--- src/rtl/vga_mode_display_pkg.sv ---
// Shared definitions for the VGA mode display: master-state encodings and
// the WIN animation palette, kept as per-channel (R,G,B) enables.
package vga_mode_display_pkg;

    typedef enum logic [1:0] {
        MODE_IDLE = 2'b00,
        MODE_PLAY = 2'b01,
        MODE_WIN  = 2'b10,
        MODE_LOSE = 2'b11
    } mode_t;

    // Palette entries as {R,G,B} enables; each enabled channel is driven all-ones.
    localparam logic [2:0] WIN_RGB_RED   = 3'b100;
    localparam logic [2:0] WIN_RGB_GREEN = 3'b010;
    localparam logic [2:0] WIN_RGB_BLUE  = 3'b001;
    localparam logic [2:0] WIN_RGB_WHITE = 3'b111;

    localparam int BORDER_W = 8;

    function automatic logic [2:0] win_rgb(input logic [1:0] idx);
        logic [2:0] rgb;
        case (idx)
            2'd0:    rgb = WIN_RGB_RED;
            2'd1:    rgb = WIN_RGB_GREEN;
            2'd2:    rgb = WIN_RGB_BLUE;
            default: rgb = WIN_RGB_WHITE;
        endcase
        return rgb;
    endfunction

endpackage

--- src/rtl/vga_mode_display_timing_gen.sv ---
// VGA raster timing: pixel clock-enable divider, H/V counters, visible flag,
// raw active-low syncs and the start-of-vblank frame strobe.
module vga_timing_gen #(
    parameter int PIX_DIV = 4,
    parameter int H_VIS   = 640,
    parameter int H_FP    = 16,
    parameter int H_SYNC  = 96,
    parameter int H_BP    = 48,
    parameter int V_VIS   = 480,
    parameter int V_FP    = 10,
    parameter int V_SYNC  = 2,
    parameter int V_BP    = 33,
    parameter int HCNT_W  = $clog2(H_VIS + H_FP + H_SYNC + H_BP),
    parameter int VCNT_W  = $clog2(V_VIS + V_FP + V_SYNC + V_BP)
) (
    input  logic              clk,
    input  logic              srst_n,
    output logic              pix_en,
    output logic [HCNT_W-1:0] hcnt,
    output logic [VCNT_W-1:0] vcnt,
    output logic              visible,
    output logic              hs_raw,
    output logic              vs_raw,
    output logic              frame_strobe
);

    localparam int H_TOT = H_VIS + H_FP + H_SYNC + H_BP;
    localparam int V_TOT = V_VIS + V_FP + V_SYNC + V_BP;
    localparam int DIV_W = $clog2(PIX_DIV);

    logic [DIV_W-1:0]  div_reg;
    logic [HCNT_W-1:0] hcnt_reg;
    logic [VCNT_W-1:0] vcnt_reg;
    logic              h_last;
    logic              v_last;
    int unsigned       h_i;
    int unsigned       v_i;

    assign pix_en = (div_reg == DIV_W'(PIX_DIV - 1));
    assign h_last = (hcnt_reg == HCNT_W'(H_TOT - 1));
    assign v_last = (vcnt_reg == VCNT_W'(V_TOT - 1));

    always_ff @(posedge clk) begin
        if (!srst_n) begin
            div_reg  <= '0;
            hcnt_reg <= '0;
            vcnt_reg <= '0;
        end else begin
            div_reg <= pix_en ? '0 : div_reg + DIV_W'(1);
            if (pix_en) begin
                if (h_last) begin
                    hcnt_reg <= '0;
                    vcnt_reg <= v_last ? '0 : vcnt_reg + VCNT_W'(1);
                end else begin
                    hcnt_reg <= hcnt_reg + HCNT_W'(1);
                end
            end
        end
    end

    // Compare in 32 bits so sync/visible edges equal to 2**W do not wrap.
    assign h_i = 32'(hcnt_reg);
    assign v_i = 32'(vcnt_reg);

    assign hcnt    = hcnt_reg;
    assign vcnt    = vcnt_reg;
    assign visible = (h_i < H_VIS) && (v_i < V_VIS);
    assign hs_raw  = !((h_i >= H_VIS + H_FP) && (h_i < H_VIS + H_FP + H_SYNC));
    assign vs_raw  = !((v_i >= V_VIS + V_FP) && (v_i < V_VIS + V_FP + V_SYNC));

    assign frame_strobe = pix_en && h_last && (vcnt_reg == VCNT_W'(V_VIS - 1));

endmodule

--- src/rtl/vga_mode_display.sv ---
// VGA output stage: frame-synchronous mode latch, WIN palette animation and
// registered colour/sync outputs. Optional PLAY border: VGA_MODE_DISPLAY_BORDER_EN.
module vga_mode_display
    import vga_mode_display_pkg::*;
#(
    parameter int COLOUR_W   = 12,
    parameter int PIX_DIV    = 4,
    parameter int H_VIS      = 640,
    parameter int H_FP       = 16,
    parameter int H_SYNC     = 96,
    parameter int H_BP       = 48,
    parameter int V_VIS      = 480,
    parameter int V_FP       = 10,
    parameter int V_SYNC     = 2,
    parameter int V_BP       = 33,
    parameter int WIN_PERIOD = 8,
    parameter logic [COLOUR_W-1:0] IDLE_COLOUR = 'h00F,
    parameter logic [COLOUR_W-1:0] LOSE_COLOUR = 'hF00
) (
    input  logic                CLK,
    input  logic                RESET,
    input  logic [1:0]          MASTER_STATE,
    input  logic [COLOUR_W-1:0] COLOUR_IN,
    output logic [9:0]          ADDRH,
    output logic [8:0]          ADDRV,
    output logic [COLOUR_W-1:0] COLOUR_OUT,
    output logic                HS,
    output logic                VS,
    output logic                FRAME_START
);

    localparam int CH_W    = COLOUR_W / 3;
    localparam int HCNT_W  = $clog2(H_VIS + H_FP + H_SYNC + H_BP);
    localparam int VCNT_W  = $clog2(V_VIS + V_FP + V_SYNC + V_BP);
    localparam int FRAME_W = (WIN_PERIOD > 1) ? $clog2(WIN_PERIOD) : 1;

    logic              pix_en;
    logic [HCNT_W-1:0] hcnt;
    logic [VCNT_W-1:0] vcnt;
    logic              visible;
    logic              hs_raw;
    logic              vs_raw;
    logic              frame_strobe;

    vga_timing_gen #(
        .PIX_DIV (PIX_DIV),
        .H_VIS   (H_VIS),
        .H_FP    (H_FP),
        .H_SYNC  (H_SYNC),
        .H_BP    (H_BP),
        .V_VIS   (V_VIS),
        .V_FP    (V_FP),
        .V_SYNC  (V_SYNC),
        .V_BP    (V_BP),
        .HCNT_W  (HCNT_W),
        .VCNT_W  (VCNT_W)
    ) u_timing (
        .clk          (CLK),
        .srst_n       (RESET),
        .pix_en       (pix_en),
        .hcnt         (hcnt),
        .vcnt         (vcnt),
        .visible      (visible),
        .hs_raw       (hs_raw),
        .vs_raw       (vs_raw),
        .frame_strobe (frame_strobe)
    );

    assign ADDRH = visible ? 10'(hcnt) : '0;
    assign ADDRV = visible ? 9'(vcnt)  : '0;

    mode_t                disp_mode_reg;
    logic [FRAME_W-1:0]   frame_cnt_reg;
    logic [1:0]           win_idx_reg;
    logic [2:0]           win_rgb_sel;
    logic [COLOUR_W-1:0]  win_colour;
    logic [COLOUR_W-1:0]  play_colour;
    logic [COLOUR_W-1:0]  colour_next;
    mode_t                master_mode;

    assign master_mode = mode_t'(MASTER_STATE);
    assign win_rgb_sel = win_rgb(win_idx_reg);

    // Channel gi: 0 = B (LSBs), 1 = G, 2 = R (MSBs).
    generate
        for (genvar gi = 0; gi < 3; gi++) begin : g_win_ch
            assign win_colour[gi*CH_W +: CH_W] = {CH_W{win_rgb_sel[gi]}};
        end
    endgenerate

`ifdef VGA_MODE_DISPLAY_BORDER_EN
    int unsigned h_i;
    int unsigned v_i;
    logic        on_border;

    assign h_i       = 32'(hcnt);
    assign v_i       = 32'(vcnt);
    assign on_border = (h_i < BORDER_W) || (h_i >= H_VIS - BORDER_W) ||
                       (v_i < BORDER_W) || (v_i >= V_VIS - BORDER_W);
    assign play_colour = on_border ? '1 : COLOUR_IN;
`else
    assign play_colour = COLOUR_IN;
`endif

    always_comb begin
        colour_next = '0;
        if (visible) begin
            unique case (disp_mode_reg)
                MODE_IDLE: colour_next = IDLE_COLOUR;
                MODE_PLAY: colour_next = play_colour;
                MODE_WIN:  colour_next = win_colour;
                MODE_LOSE: colour_next = LOSE_COLOUR;
                default:   colour_next = '0;
            endcase
        end
    end

    always_ff @(posedge CLK) begin
        if (!RESET) begin
            disp_mode_reg <= MODE_IDLE;
            frame_cnt_reg <= '0;
            win_idx_reg   <= '0;
            COLOUR_OUT    <= '0;
            HS            <= 1'b1;
            VS            <= 1'b1;
            FRAME_START   <= 1'b0;
        end else begin
            FRAME_START <= frame_strobe;
            if (pix_en) begin
                COLOUR_OUT <= colour_next;
                HS         <= hs_raw;
                VS         <= vs_raw;
            end
            if (frame_strobe) begin
                disp_mode_reg <= master_mode;
                // Only consecutive WIN frames advance; any other mode restarts on red.
                if (master_mode != MODE_WIN) begin
                    frame_cnt_reg <= '0;
                    win_idx_reg   <= '0;
                end else if (disp_mode_reg == MODE_WIN) begin
                    if (frame_cnt_reg == FRAME_W'(WIN_PERIOD - 1)) begin
                        frame_cnt_reg <= '0;
                        win_idx_reg   <= win_idx_reg + 2'd1;
                    end else begin
                        frame_cnt_reg <= frame_cnt_reg + FRAME_W'(1);
                    end
                end
            end
        end
    end

endmodule

--- config.mk ---
export PLATFORM = sky130hd
export DESIGN_NAME = vga_mode_display
export DESIGN_NICKNAME = d
export VERILOG_FILES = /design/src/rtl/vga_mode_display_pkg.sv /design/src/rtl/vga_mode_display_timing_gen.sv /design/src/rtl/vga_mode_display.sv
export SDC_FILE = /design/constraint.sdc
export NUM_CORES = 1
export LEC_CHECK = 0
export ABC_AREA = 0
export BUFFER_PORTS_ARGS = -buffer_cell sky130_fd_sc_hd__buf_2
export CAP_MARGIN = 25
export CORE_MARGIN = 3
export CORE_UTILIZATION = 58
export CTS_CLUSTER_DIAMETER = 30
export DETAILED_ROUTE_END_ITERATION = 10
export GPL_TIMING_DRIVEN = 0
export PLACE_DENSITY = 0.85
export SETUP_SLACK_MARGIN = 0.3
export SYNTH_ARGS = -nofsm -noshare
export SYNTH_HDL_FRONTEND = slang
export SYNTH_SLANG_ARGS = --single-unit
--- constraint.sdc ---
create_clock -name CLK -period 3.1 [get_ports CLK]
set_input_delay 0.155 -clock CLK [delete_from_list [all_inputs] [get_ports CLK]]
set_output_delay 0.155 -clock CLK [all_outputs]
set_load 0.02 [all_outputs]
## Word level (Yosys, flattened, before mapping)

Cells that the tools add are included.

- Register bits after elaboration: 44
- Bits in latches: 0
- Memory bits (writable): 0
- Bits in read-only memories: 0
- Bits of input ports: 16
- Output and inout bits: 34
- Word-level logic and storage cells: 61
- Memories kept: 0

- $add $sub $neg: 5
- $mul: 0
- Div/mod/pow operators: 0
- Magnitude comparators: 6
- Eq/ne operators: 11
- Shifts and indexed selects: 0
- Multiplexer cells: 13
- Bitwise logic cells: 1
- Reduce and logical (&&, ||, !) cells: 15

Operators with widths:

| kind | count |
|---|---|
| $pmux W12 S4 | 1 |
| $mux W10 | 3 |
| $add A10 B1 Y10 const B | 2 |
| $eq A10 B10 Y1 const B | 2 |
| $lt A10 B10 Y1 const B | 2 |
| $lt A10 B9 Y1 const B | 2 |
| $mux W12 | 1 |
| $eq A10 B9 Y1 const B | 1 |
| $ge A10 B10 Y1 const B | 1 |
| $ge A10 B9 Y1 const B | 1 |
| $mux W3 | 3 |
| $mux W9 | 1 |
| $pmux W3 S3 | 1 |
| $eq A2 B2 Y1 const B | 4 |
| $mux W2 | 3 |
| $logic_and A1 B1 Y1 | 5 |
| $add A2 B1 Y2 const B | 2 |
| $eq A2 B1 Y1 const B | 2 |
| $logic_not A2 Y1 | 2 |
| $reduce_and A2 Y1 | 2 |
| $reduce_bool A2 Y1 | 2 |
| $add A3 B1 Y3 const B | 1 |
| $eq A3 B3 Y1 const B | 1 |
| $reduce_and A3 Y1 | 1 |
| 4 further kinds | 5 |

## Logic depth before layout (Yosys ltp)

Gate-level depths: netlist of the first run.

- Word-level depth: 4
- Gate-level depth with buffers: 6
- Depth with buffers taken out: 6

## Hierarchy

From an unflattened synthesis of the first run, not the netlist that was laid out.

- Cells, all modules: 264
- Area total of the unflattened synthesis: 2268.4 um^2

By module, submodules not included:

| module | times used | cells each | area an instance (um^2) | seq. area each (um^2) |
|---|---|---|---|---|
| vga_timing_gen | 1 | 141 | 1176.1 | 440.4 |
| vga_mode_display | 1 | 123 | 1092.3 | 440.4 |

## Worst setup path before layout of the first run

Ideal clock, no wire load.

- Path kind: register to register
- Start point: reg u_timing.hcnt_reg[0], in the netlist u_timing.hcnt[0]
- End point: reg u_timing.vcnt_reg[9], in the netlist u_timing.vcnt[9]
- Library setup time: 0.071 ns
- Arrival time: 1.931 ns
- Required time: 3.029 ns
- Path slack: 1.098 ns
- Cell stages (with the launch flop): 7
- Path buffers: 1
- Clock period less this slack: 2.002 ns
- Cell sequence: dfxtp_1 > ha_1 > nand4bb_1 > buf_2 > or4_4 > or4_1 > a21oi_1

- Longest elaborated chain between the ends: 2

Ends and longest elaborated chain:

| item | line | RTL |
|---|---|---|
| from (decl) | vga_mode_display_timing_gen.sv:32 | `logic [HCNT_W-1:0] hcnt_reg;` |
| from (signal assigned) | vga_mode_display_timing_gen.sv:55 | `hcnt_reg <= hcnt_reg + HCNT_W'(1);` |
| $eq A10 B10 Y1 | vga_mode_display_timing_gen.sv:40 | `assign h_last = (hcnt_reg == HCNT_W'(H_TOT - 1));` |
| $reduce_and A2 Y1 (no source line) | n/a |  |
| to (signal assigned) | vga_mode_display_timing_gen.sv:53 | `vcnt_reg <= v_last ? '0 : vcnt_reg + VCNT_W'(1);` |
| to (decl) | vga_mode_display_timing_gen.sv:33 | `logic [VCNT_W-1:0] vcnt_reg;` |

Every way passes these cells.
A chain may end at the register's enable or synchronous reset.

## Worst setup path in the final report of the first run

- Start point: reg u_timing.hcnt_reg[0], in the netlist u_timing.hcnt[0]
- End point: reg u_timing.vcnt_reg[7], in the netlist u_timing.vcnt[7]

Same word-level chain as after synthesis.

==> summary.md, run 1 <==
| Metric | Value |
|---|---|
| Cts bufs inserted | 5 |
| Die Y | 68.5 um |
| # diodes | 0 |
| Internal power | 0.749 mW |
| Final Non-Filler Cells | 379 |
| CTS Buffer Depth | 2 |
| Setup_tns | 0 ns |
| Root Driver | clkbuf_8 |
| Element type at the critical path end | register |
| Max Fclk | 438 MHz |
| Clock latency at the later pin of the worst-skew pair | 0.30 ns |
| First-pass GRT wire length | 8590 um |
| Slew Viols, Final | 0 |
| Final wirelength | 5470 um |
| Wire per inst | 14.4 um |
| Worst path required time | 3.33 ns |
| Switching portion of total power | 24.8% |
| Worst clock skew | 0.00488 ns |
| Post-DRT Antenna Nets | 0 |
| Clock sinks | 44 |
| Largest net degree at the start of global routing | 14 |
| Vias | 2,217 |
| Via density | 5.85 |
| IO buf count | 49 |
| H-Tree Depth | 2 |
| Post-CTS Hold Buffers | 0 |
| HP Class | in -> reg |
| Final HPWL DP | 4060 um |
| Area Overhead vs Synth | 17.1% |
| GRT overflow | 0 |
| First-pass iteration count of the detailed router | 4 |
| Final hold viol count | 0 |
| Critical path class | reg -> reg |
| Critical path data arrival time | 2.51 ns |
| Number of flip-flops in the largest register | 12 |
| PnR Total Power | 0.996 mW |
| Synth cell types | 42 |
| Filler instances | 328 |
| Worst Slack Setup Final | 0.819 ns |
| Share of cells above drive strength 1 | 20.2% |
| Clock power frac | 35.4% |
| Synthesis Warnings | 0 |
| Period utilization | 73.6% |
| IO Pins | 50 |
| DR iter-0 viols | 159 |
| RSZ-0062 raised after global routing | false |
| GRT Total Usage | 24.1% |
| # rows | 22 |
| Post-Synthesis Cell Area | 2270 sq um |
| Final RePlAce weighted congestion | 0.843 |
| Slew HR | 62.9% |
| CP Launch Type | register |
| PD cells | 375 nW/um^2 |
| Seq cells post-synth | 44 |
| Placed cell count | 372 |
| Setup WS pre-CTS | 0.911 ns |
| CTS clock-pin slew for the worst setup and hold paths | 0.08 ns |
| Syn Nets | 301 |
| Nets | 357 |
| Worst-Margin Slew | 0.552 ns |
| Post-CTS resize count | 0 |
| Final min period | 2.28 ns |
| Vias in the first global route | 1,935 |
| Leakage | 1.09 nW |
| Seq/Total Area, Yosys | 38.9% |
| Die Width | 68.5 um |
| P_sw | 0.247 mW |
| Number of antenna violations at the first check in global routing | 0 |
| Syn_area_per_cell | 8.24 sq um |
| Max-cap violations | 0 |
| Drt drc | 0 |
| Seq pwr share | 58.4% |
| Combinational share of power | 6.3% |
| Core area | 3720 sq um |
| CTS tree | built |
| Die area | 4690 sq um |
| Status | finished, final reports clean |
| Starting Density | 61.0% |
| Max VDD drop | 0.000238 V |
| Mapped Cells | 275 |
| Setup bufs post-CTS | 0 |
| Final Setup Violations | 0 |
| Critical Path Fanout Max | 8 |
critical path, stage by stage (launching register included):
cell and delay [ns]:
dfxtp_1 0.40, ha_1 0.24, nand4bb_1 0.14, buf_2 0.19, or4_4 0.59, or4_1 0.50, a21oi_1 0.16
layout by cell type (no fill, tap or decap), drive strengths merged, types with 2 or more instances in the layout:
cell type and instances:
nor4 5, nand4 8, nand4b 3, a21oi 20, clkbuf 14, nand2 29
dfxtp 44, or4 7, o22ai 3, inv 9, or3 6, nand3 13
a21boi 4, ha 10, nor3 8, and4 2, xor2 4, nor2 16
nand2b 4, nor2b 3, o32ai 2, o31ai 7, xnor2 6, buf 53
and2 16, or2 2, o21ai 20
final timing paths:
check                                         start                  end  depth (start not counted)  slack, ns
worst min register to register  u_timing.div_reg[0]  u_timing.div_reg[0]                          1       0.44
worst max-delay path               u_timing.hcnt[0]     u_timing.vcnt[7]                          6       0.82
worst max register to register     u_timing.hcnt[0]     u_timing.vcnt[7]                          6       0.82
worst min-delay path                   COLOUR_IN[6]        COLOUR_OUT[6]                          3       0.13
logic make-up after synthesis:
family	Yosys count	synth area share (%)
adders and majority gates	10	5.52
and+or+nand+nor	129	32.2
AOI/OAI and AO/OA	60	15.6
buffers and inverters	22	3.97
DFF	44	38.9
xor gates and xnor gates	10	3.86
routing by layer:
metal  vias to the layer above  part of all wire (%)  track usage [%]
met4                         0                   1.5             8.44
met1                      1029                    43             30.4
met3                        11                   6.0             4.21
met5                         -                     0                0
li1                       1100                     -                -
met2                        77                    50             41.1
synthesized netlist by cell type:
cell,count,share of area (%)
dfxtp_1,44,39
nand2_1,29,4.8
a21oi_1,20,4.4
o21ai_0,18,4.0
and2_1,16,4.4
nor2_1,16,2.6
nand3_1,13,2.9
ha_1,10,5.5
clkbuf_1,9,1.5
inv_1,9,1.5
nand4_1,8,2.2
nor3_1,8,1.8
o31ai_1,7,2.3
or3_1,6,1.7
or4_1,6,2.0
xnor2_1,6,2.3
nor4_1,5,1.4
a21boi_0,4,1.3
nand2b_1,4,1.1
xor2_1,4,1.5
buf_2,3,0.66
nor2b_1,3,0.83
o22ai_1,3,0.83
and4_1,2,0.77
nand4b_1,2,0.77
o21ai_1,2,0.44
o32ai_1,2,0.77
or2_2,2,0.55
a31oi_1,1,0.28
and3_1,1,0.28
and4b_1,1,0.44
and4bb_2,1,0.55
buf_4,1,0.33
nand3b_1,1,0.33
nand4b_4,1,1.0
nand4bb_1,1,0.50
o211a_1,1,0.44
o21a_1,1,0.33
o32a_1,1,0.44
or3b_2,1,0.39
or4_4,1,0.50
or4b_2,1,0.44
area by class of cell:
cell class                 count  area (sq um)  area share, %
sequential                    44           881           33.2
timing repair buffer          49           245           9.24
tap                           48          60.1           2.26
inverter                       9          33.8           1.27
multi-input combinational    209          1300           48.8
buffer                        13          56.3           2.12
clock buffer                   5          68.8           2.59
clock inverter                 2          12.5          0.471
stage by stage:
step | hold WS, ns | util [%] | cell area, sq um
after floorplan | 0.306 | - | 2270
after global placement | 0.414 | 69.2 | 2570
after detailed placement | 0.428 | 69.2 | 2570
after CTS | 0.128 | 71.4 | 2650
after global routing | 0.148 | 71.4 | 2650
final | 0.135 | 71.4 | 2650
power by group through the flow:
stage               combinational, mW  clock [mW]  sequential (mW)
finish                         0.0624       0.352            0.582
global route                   0.0688       0.373            0.583
CTS                            0.0621       0.351            0.581
detailed placement             0.0620           0            0.595
global placement               0.0597           0            0.594
floorplan                      0.0308           0            0.598
No activity file was read; power rests on OpenSTA's default activity.
==> run 2: changes to the inputs <==
ABC_AREA = 1   (was 0)
CORE_UTILIZATION = 54   (was 58)
PLACE_DENSITY = 0.79   (was 0.85)
clock period = 2.23 ns   (was 3.1 ns; I/O delays follow)
==> run 2 against run 1 <==
Count of clock-buffer cells in the layout unchanged; register-to-register slack got worse by 0.27 ns; routed wire length increased by 1.2%; cell area increased by 5.0%; cell count increased by 21%; synthesized cell count increased by 27%; area after synthesis increased by 4.1%; critical endpoint is now ADDRV[7]; highest routed layer unchanged.
==> summary.md, run 2 <==
| Metric | Value |
|---|---|
| CTS tree | built |
| Drt drc | 0 |
| Mapped Cells | 350 |
| Hold_sp | MASTER_STATE[1] |
| First-pass iteration count of the detailed router | 4 |
| Status | finished, final reports clean |
| Largest net degree at the start of global routing | 15 |
| HP Class | in -> reg |
| Share of cells above drive strength 1 | 19.8% |
| Seq/Total Area, Yosys | 37.3% |
| CP Launch Type | register |
| Post-synth top area share | 37.3% |
| Post-synth top cells | nand2_1, nor2_1, inv_1 |
| Number of flip-flops in the largest register | 12 |
| Post-DRT Antenna Nets | 0 |
| Main combinational cell family by area after synthesis | simple AND/OR/NAND/NOR gates |
| Critical Path Fanout Max | 10 |
| Most common cell after layout, fill and taps aside | nand2_1 |
| Wire per inst | 12.1 um |
| Ys async rst share | 0% |
| Cts bufs inserted | 5 |
| Slew Viols, Final | 0 |
| Final hold viol count | 0 |
| Most frequent cell after synthesis | nand2_1 |
| Max Fclk | 567 MHz |
| CTS clock-pin slew for the worst setup and hold paths | 0.08 ns |
| Worst-Margin Slew | 0.487 ns |
| Die Y | 72.1 um |
| Number of synthesized flops with an enable pin | 0 |
| GRT Total Usage | 22.4% |
| Post-Synthesis Cell Area | 2360 sq um |
| PD cells | 497 nW/um^2 |
| Filler instances | 403 |
| Final min period | 1.77 ns |
| Global Route met2 Usage | 36.7% |
| CTS Buffer Depth | 2 |
| IO Pins | 50 |
| DR iter-0 viols | 97 |
| GRT Max-Usage Layer | met2 |
| Die Width | 72.1 um |
| Post-CTS Hold Buffers | 0 |
| Critical path data arrival time | 1.65 ns |
| Placed cell count | 448 |
| GRT overflow | 0 |
| Adder-Cell Fraction of Synth Area | 5.30% |
| Final Non-Filler Cells | 459 |
| First-pass GRT wire length | 9340 um |
| GR Util met1 | 29.4% |
| Worst r2r src | u_timing.hcnt[0] |
| Final Setup Violations | 0 |
| Clock latency at the later pin of the worst-skew pair | 0.30 ns |
| GR Util met3 | 3.60% |
| Slew HR | 67.5% |
| IO buf count | 48 |
| Synth Area in XOR/XNOR | 1.11% |
| Final wirelength | 5540 um |
| Final HPWL DP | 4200 um |
| # diodes | 0 |
| Core area | 4120 sq um |
| Mux cell area share after synthesis | 0% |
| Area Overhead vs Synth | 18.0% |
| Period utilization | 79.2% |
| Max VDD drop | 0.000264 V |
| Die area | 5200 sq um |
| Via density | 5.17 |
| Critical path startpoint | u_timing.vcnt[6] |
| Syn Nets | 376 |
| Starting Density | 57.3% |
| Final RePlAce weighted congestion | 0.910 |
| Root Driver | clkbuf_8 |
| Seq cells post-synth | 44 |
| Compound-cell area share of the yosys netlist | 11.1% |
| Synthesis Warnings | 0 |
| Post-synth top flop | dfxtp_1 |
| Max-cap violations | 0 |
| Synth area leader | dfxtp_1 |
| Ranking of synthesized cells by area | dfxtp_1, nand2_1, nor2_1, inv_1, a21oi_1 |
| Vias | 2,372 |
| Worst path required time | 2.12 ns |
| Syn_area_per_cell | 6.74 sq um |
| Worst clock skew | 0.00594 ns |
| Number of antenna violations at the first check in global routing | 0 |
| Nets | 434 |
| # rows | 23 |
| Element type at the critical path end | output port |
| Clock sinks | 44 |
| Most frequent cells in the layout | nand2_1, nor2_1, buf_2 |
| Synth Area in Simple Gates | 34.6% |
| Leakage | 1.29 nW |
| Synth cell types | 28 |
| Critical path class | reg -> out |
| Setup_tns | 0 ns |
| Vias in the first global route | 2,146 |
| RSZ-0062 raised after global routing | false |
| H-Tree Depth | 2 |
run 2: cell types whose count changed after synthesis, moves of 7 or more:
cell and change:
and2_1 -16, clkbuf_1 -8, inv_1 +41, nand2_1 +38
nand3_1 +7, nor2_1 +46
run 2: through the flow:
step                      cell area, sq um  utilization (%)  power (mW)  setup slack, ns  hold WS, ns
after floorplan                       2360                -       0.870            0.855        0.275
after global placement                2660             64.7       0.901            0.575        0.382
after detailed placement              2660             64.7       0.904            0.537        0.390
after CTS                             2760             67.0        1.40            0.337       0.0739
after global routing                  2790             67.7        1.43            0.306        0.101
final                                 2790             67.7        1.38            0.465       0.0744
run 2: cell type report:
| class | count | area, sq um | area share, % |
|---|---|---|---|
| Buffer | 9 | 56.3 | 2.02 |
| Clock buffer | 5 | 68.8 | 2.47 |
| Clock inverter | 3 | 18.8 | 0.674 |
| Inverter | 52 | 195 | 7.01 |
| Multi-Input combinational cell | 245 | 1240 | 44.5 |
| Sequential cell | 44 | 881 | 31.6 |
| Tap cell | 50 | 62.6 | 2.25 |
| Timing Repair Buffer | 51 | 263 | 9.43 |
run 2: cells by family after synthesis:
group                      Yosys count
AOI/OAI and AO/OA                   51
DFF                                 44
buffers and inverters               61
xor gates and xnor gates             3
adders and majority gates           10
and+or+nand+nor                    181
run 2: critical path: stages, from the launching register on:
cell and delay (ns):
dfxtp_1 0.33, buf_2 0.18, nand2_1 0.12, nor2_4 0.15, nor2_2 0.07, inv_2 0.11, buf_4 0.19, nor2_1 0.05
buf_2 0.15
run 2: power breakdown:
| group | total [mW] | switching [mW] | internal [mW] |
|---|---|---|---|
| sequential | 0.802 | 0.00578 | 0.796 |
| clock | 0.499 | 0.281 | 0.218 |
| combinational | 0.0821 | 0.0541 | 0.0280 |
run 2: what timing repair did:
item,CTS,global route
pin swaps,0,0
setup buffers,0,3
setup endpoints to repair,10,10
gates resized for setup,2,2
run 2: final timing paths:
path	to	slack (ns)	depth (start not counted)
setup / recovery	ADDRV[7]	0.46	8
hold / removal	disp_mode_reg[1]	0.07	3
setup reg to reg	win_idx_reg[0]	0.55	8
hold reg to reg	u_timing.div_reg[0]	0.44	1
run 2: layer usage:
| metal | share of wire (%) | vias up | routed length (um) |
|---|---|---|---|
| met1 | 47 | 1065 | 2580 |
| met4 | 1.7 | 0 | 93 |
| met2 | 46 | 63 | 2530 |
| met5 | 0 | - | 0 |
| met3 | 6.0 | 10 | 334 |
| li1 | - | 1234 | - |
==> run 3: changes to the inputs <==
clock period = 1.7 ns   (was 2.23 ns; I/O delays follow)
==> run 3 against run 2 <==
Worst hold slack worse by 0.036 ns; critical endpoint is now u_timing.vcnt[9]; via count grew 18%; clock power up 39%; count of clock-buffer cells in the layout is the same.
==> summary.md, run 3 (same netlist as run 2, synthesis figures left out) <==
| Metric | Value |
|---|---|
| Worst r2r src | u_timing.hcnt[1] |
| CP Launch Type | register |
| Slew Viols, Final | 0 |
| Nets | 457 |
| Final Setup Violations | 0 |
| Internal power | 1.38 mW |
| WHS Path Cells | 3 |
| Post-CTS Hold Buffers | 0 |
| Cts bufs inserted | 5 |
| Worst path cell trace | ha_4 -> inv_4 -> nor2_4 -> nand3_4 -> nor2_8 -> buf_12 -> buf_16 -> nand4_1 -> a21oi_1 |
| Critical path startpoint | u_timing.hcnt[1] |
| IO buf count | 48 |
| Final Non-Filler Cells | 482 |
| Final HPWL DP | 4200 um |
| Worst path required time | 1.92 ns |
| Clock latency at the later pin of the worst-skew pair | 0.31 ns |
| Family with the most delay on the worst path | simple AND/OR/NAND/NOR gates |
| Slew HR | 53.4% |
| Setup_tns | 0 ns |
| PD cells | 529 nW/um^2 |
| HP Class | in -> reg |
| Die Width | 72.1 um |
| GRT Total Usage | 25.2% |
| # diodes | 0 |
| P_sw | 0.509 mW |
| Max VDD drop | 0.000387 V |
| Placed cell count | 448 |
| Worst-Margin Slew | 0.699 ns |
| Vias | 2,798 |
| H-Tree Depth | 2 |
| Area Overhead vs Synth | 51.4% |
| Most frequent cells in the layout | nand2_1, inv_1, nor2_1 |
| Final wirelength | 8350 um |
| Drt drc | 0 |
| CTS clock-pin slew for the worst setup and hold paths | 0.09 ns |
| RSZ-0062 raised after global routing | true |
| # rows | 23 |
| Share of cells above drive strength 1 | 43.3% |
| GRT overflow | 0 |
| Number of antenna violations at the first check in global routing | 0 |
| Hold Crit Endpoint | COLOUR_OUT[3] |
| DR iter-0 viols | 225 |
| Final hold viol count | 0 |
| First-pass GRT wire length | 10,500 um |
| Slowest stage delay, CP | 0.37 ns |
| Reg-to-Reg End | u_timing.vcnt[9] |
| Worst clock skew | 0.0107 ns |
| Post-DRT Antenna Nets | 0 |
| Critical path data arrival time | 1.85 ns |
| Wire per inst | 17.3 um |
| Number of flip-flops in the largest register | 12 |
| Clock sinks | 44 |
| Final min period | 1.63 ns |
| Core area | 4120 sq um |
| IO Pins | 50 |
| Status | finished, final reports clean |
| Largest net degree at the start of global routing | 15 |
| Die area | 5200 sq um |
| Max-cap violations | 0 |
| R2r setup slk | 0.07 ns |
| Leakage | 1.54 nW |
| Die Y | 72.1 um |
| Combinational share of power | 7.6% |
| Buf/Inv on CP | 3 |
| Via density | 5.80 |
| Slowest CP cell | dfxtp_2 |
| Switching portion of total power | 26.9% |
| Element type at the critical path end | register |
| R2R depth | 9 |
| Starting Density | 57.3% |
| CTS Buffer Depth | 2 |
| Clock power frac | 36.7% |
| Period utilization | 95.8% |
| Hold_sp | COLOUR_IN[3] |
| First-pass iteration count of the detailed router | 6 |
| Critical Path Fanout Max | 5 |
| Final RePlAce weighted congestion | 0.910 |
| Seq pwr share | 55.7% |
| Most common cell after layout, fill and taps aside | nand2_1 |
| Critical path class | reg -> reg |
| Root Driver | clkbuf_8 |
| Max Fclk | 614 MHz |
| CTS tree | built |
| Vias in the first global route | 2,387 |
-- run 3: cell types whose count changed in the layout (fill, tap and decap cells not counted), moves of 6 or more --
cell / change
buf_6: +21
buf_2: -21
nand2_2: +6
dfxtp_1: -15
o21ai_0: -7
dfxtp_2: +12
nor2_4: +16
nand3_2: +6
nand2_1: -12
nor2_1: -26
buf_4: +17
nor2_2: +10
nand3_1: -10
-- run 3: tightest hold or removal path, cell delays in order --
cell and delay, ns:
buf_2 0.07, a21oi_1 0.05, o21ai_1 0.11
-- run 3: worst max path at each step --
stage / depth (start not counted) / slack, ns / endpoint
2_1_floorplan: 8 / 0.33 / win_idx_reg[0]
3_3_place_gp: 7 / 0.07 / ADDRV[3]
3_5_place_dp: 8 / 0.03 / ADDRV[7]
4_1_cts: 8 / 0.18 / ADDRH[4]
5_1_grt: 9 / 0.02 / u_timing.vcnt[9]
6_report: 9 / 0.07 / u_timing.vcnt[9]
-- run 3: final cells by class --
| cell class | instances | area [sq um] |
|---|---|---|
| multi-input combinational | 245 | 1630 |
| sequential | 44 | 907 |
| timing repair buffer | 74 | 613 |
| fill | 216 | 543 |
| inverter | 52 | 200 |
| buffer | 9 | 75.1 |
| clock buffer | 5 | 68.8 |
| tap | 50 | 62.6 |
| clock inverter | 3 | 18.8 |
-- run 3: layer usage --
layer	share of wire, %	global-route usage (%)	wire length, um	vias to the layer above
li1	-	-	-	1284
met1	40	32.1	3310	1326
met2	49	42.0	4110	158
met3	7.5	5.26	625	30
met4	3.6	8.77	301	0
met5	0	0	0	-
-- run 3: timing repair --
action	in CTS	in global routing
cloned	3	0
setup buffers	16	7
endpoints found under the hold margin	0	0
pin swaps	12	17
resized for setup	80	100
endpoints found under the setup margin	53	51
-- run 3: power by group through the flow --
stage / registers, mW / clock network, mW / logic, mW
3_3_place_gp: 1.08 / 0 / 0.107
5_1_grt: 1.05 / 0.720 / 0.153
4_1_cts: 1.05 / 0.671 / 0.116
3_5_place_dp: 1.08 / 0 / 0.109
2_1_floorplan: 1.08 / 0 / 0.0575
6_report: 1.05 / 0.693 / 0.144
-- run 3: through the flow --
stage	total power [mW]	util [%]	hold WS (ns)	setup WS, ns	area, sq um
2_1_floorplan	1.14	-	0.248	0.329	2360
3_3_place_gp	1.18	64.7	0.355	0.0714	2660
3_5_place_dp	1.19	64.7	0.363	0.0336	2660
4_1_cts	1.84	76.6	0.0319	0.183	3150
5_1_grt	1.93	86.8	0.0611	0.0228	3570
6_report	1.89	86.8	0.0382	0.0718	3570
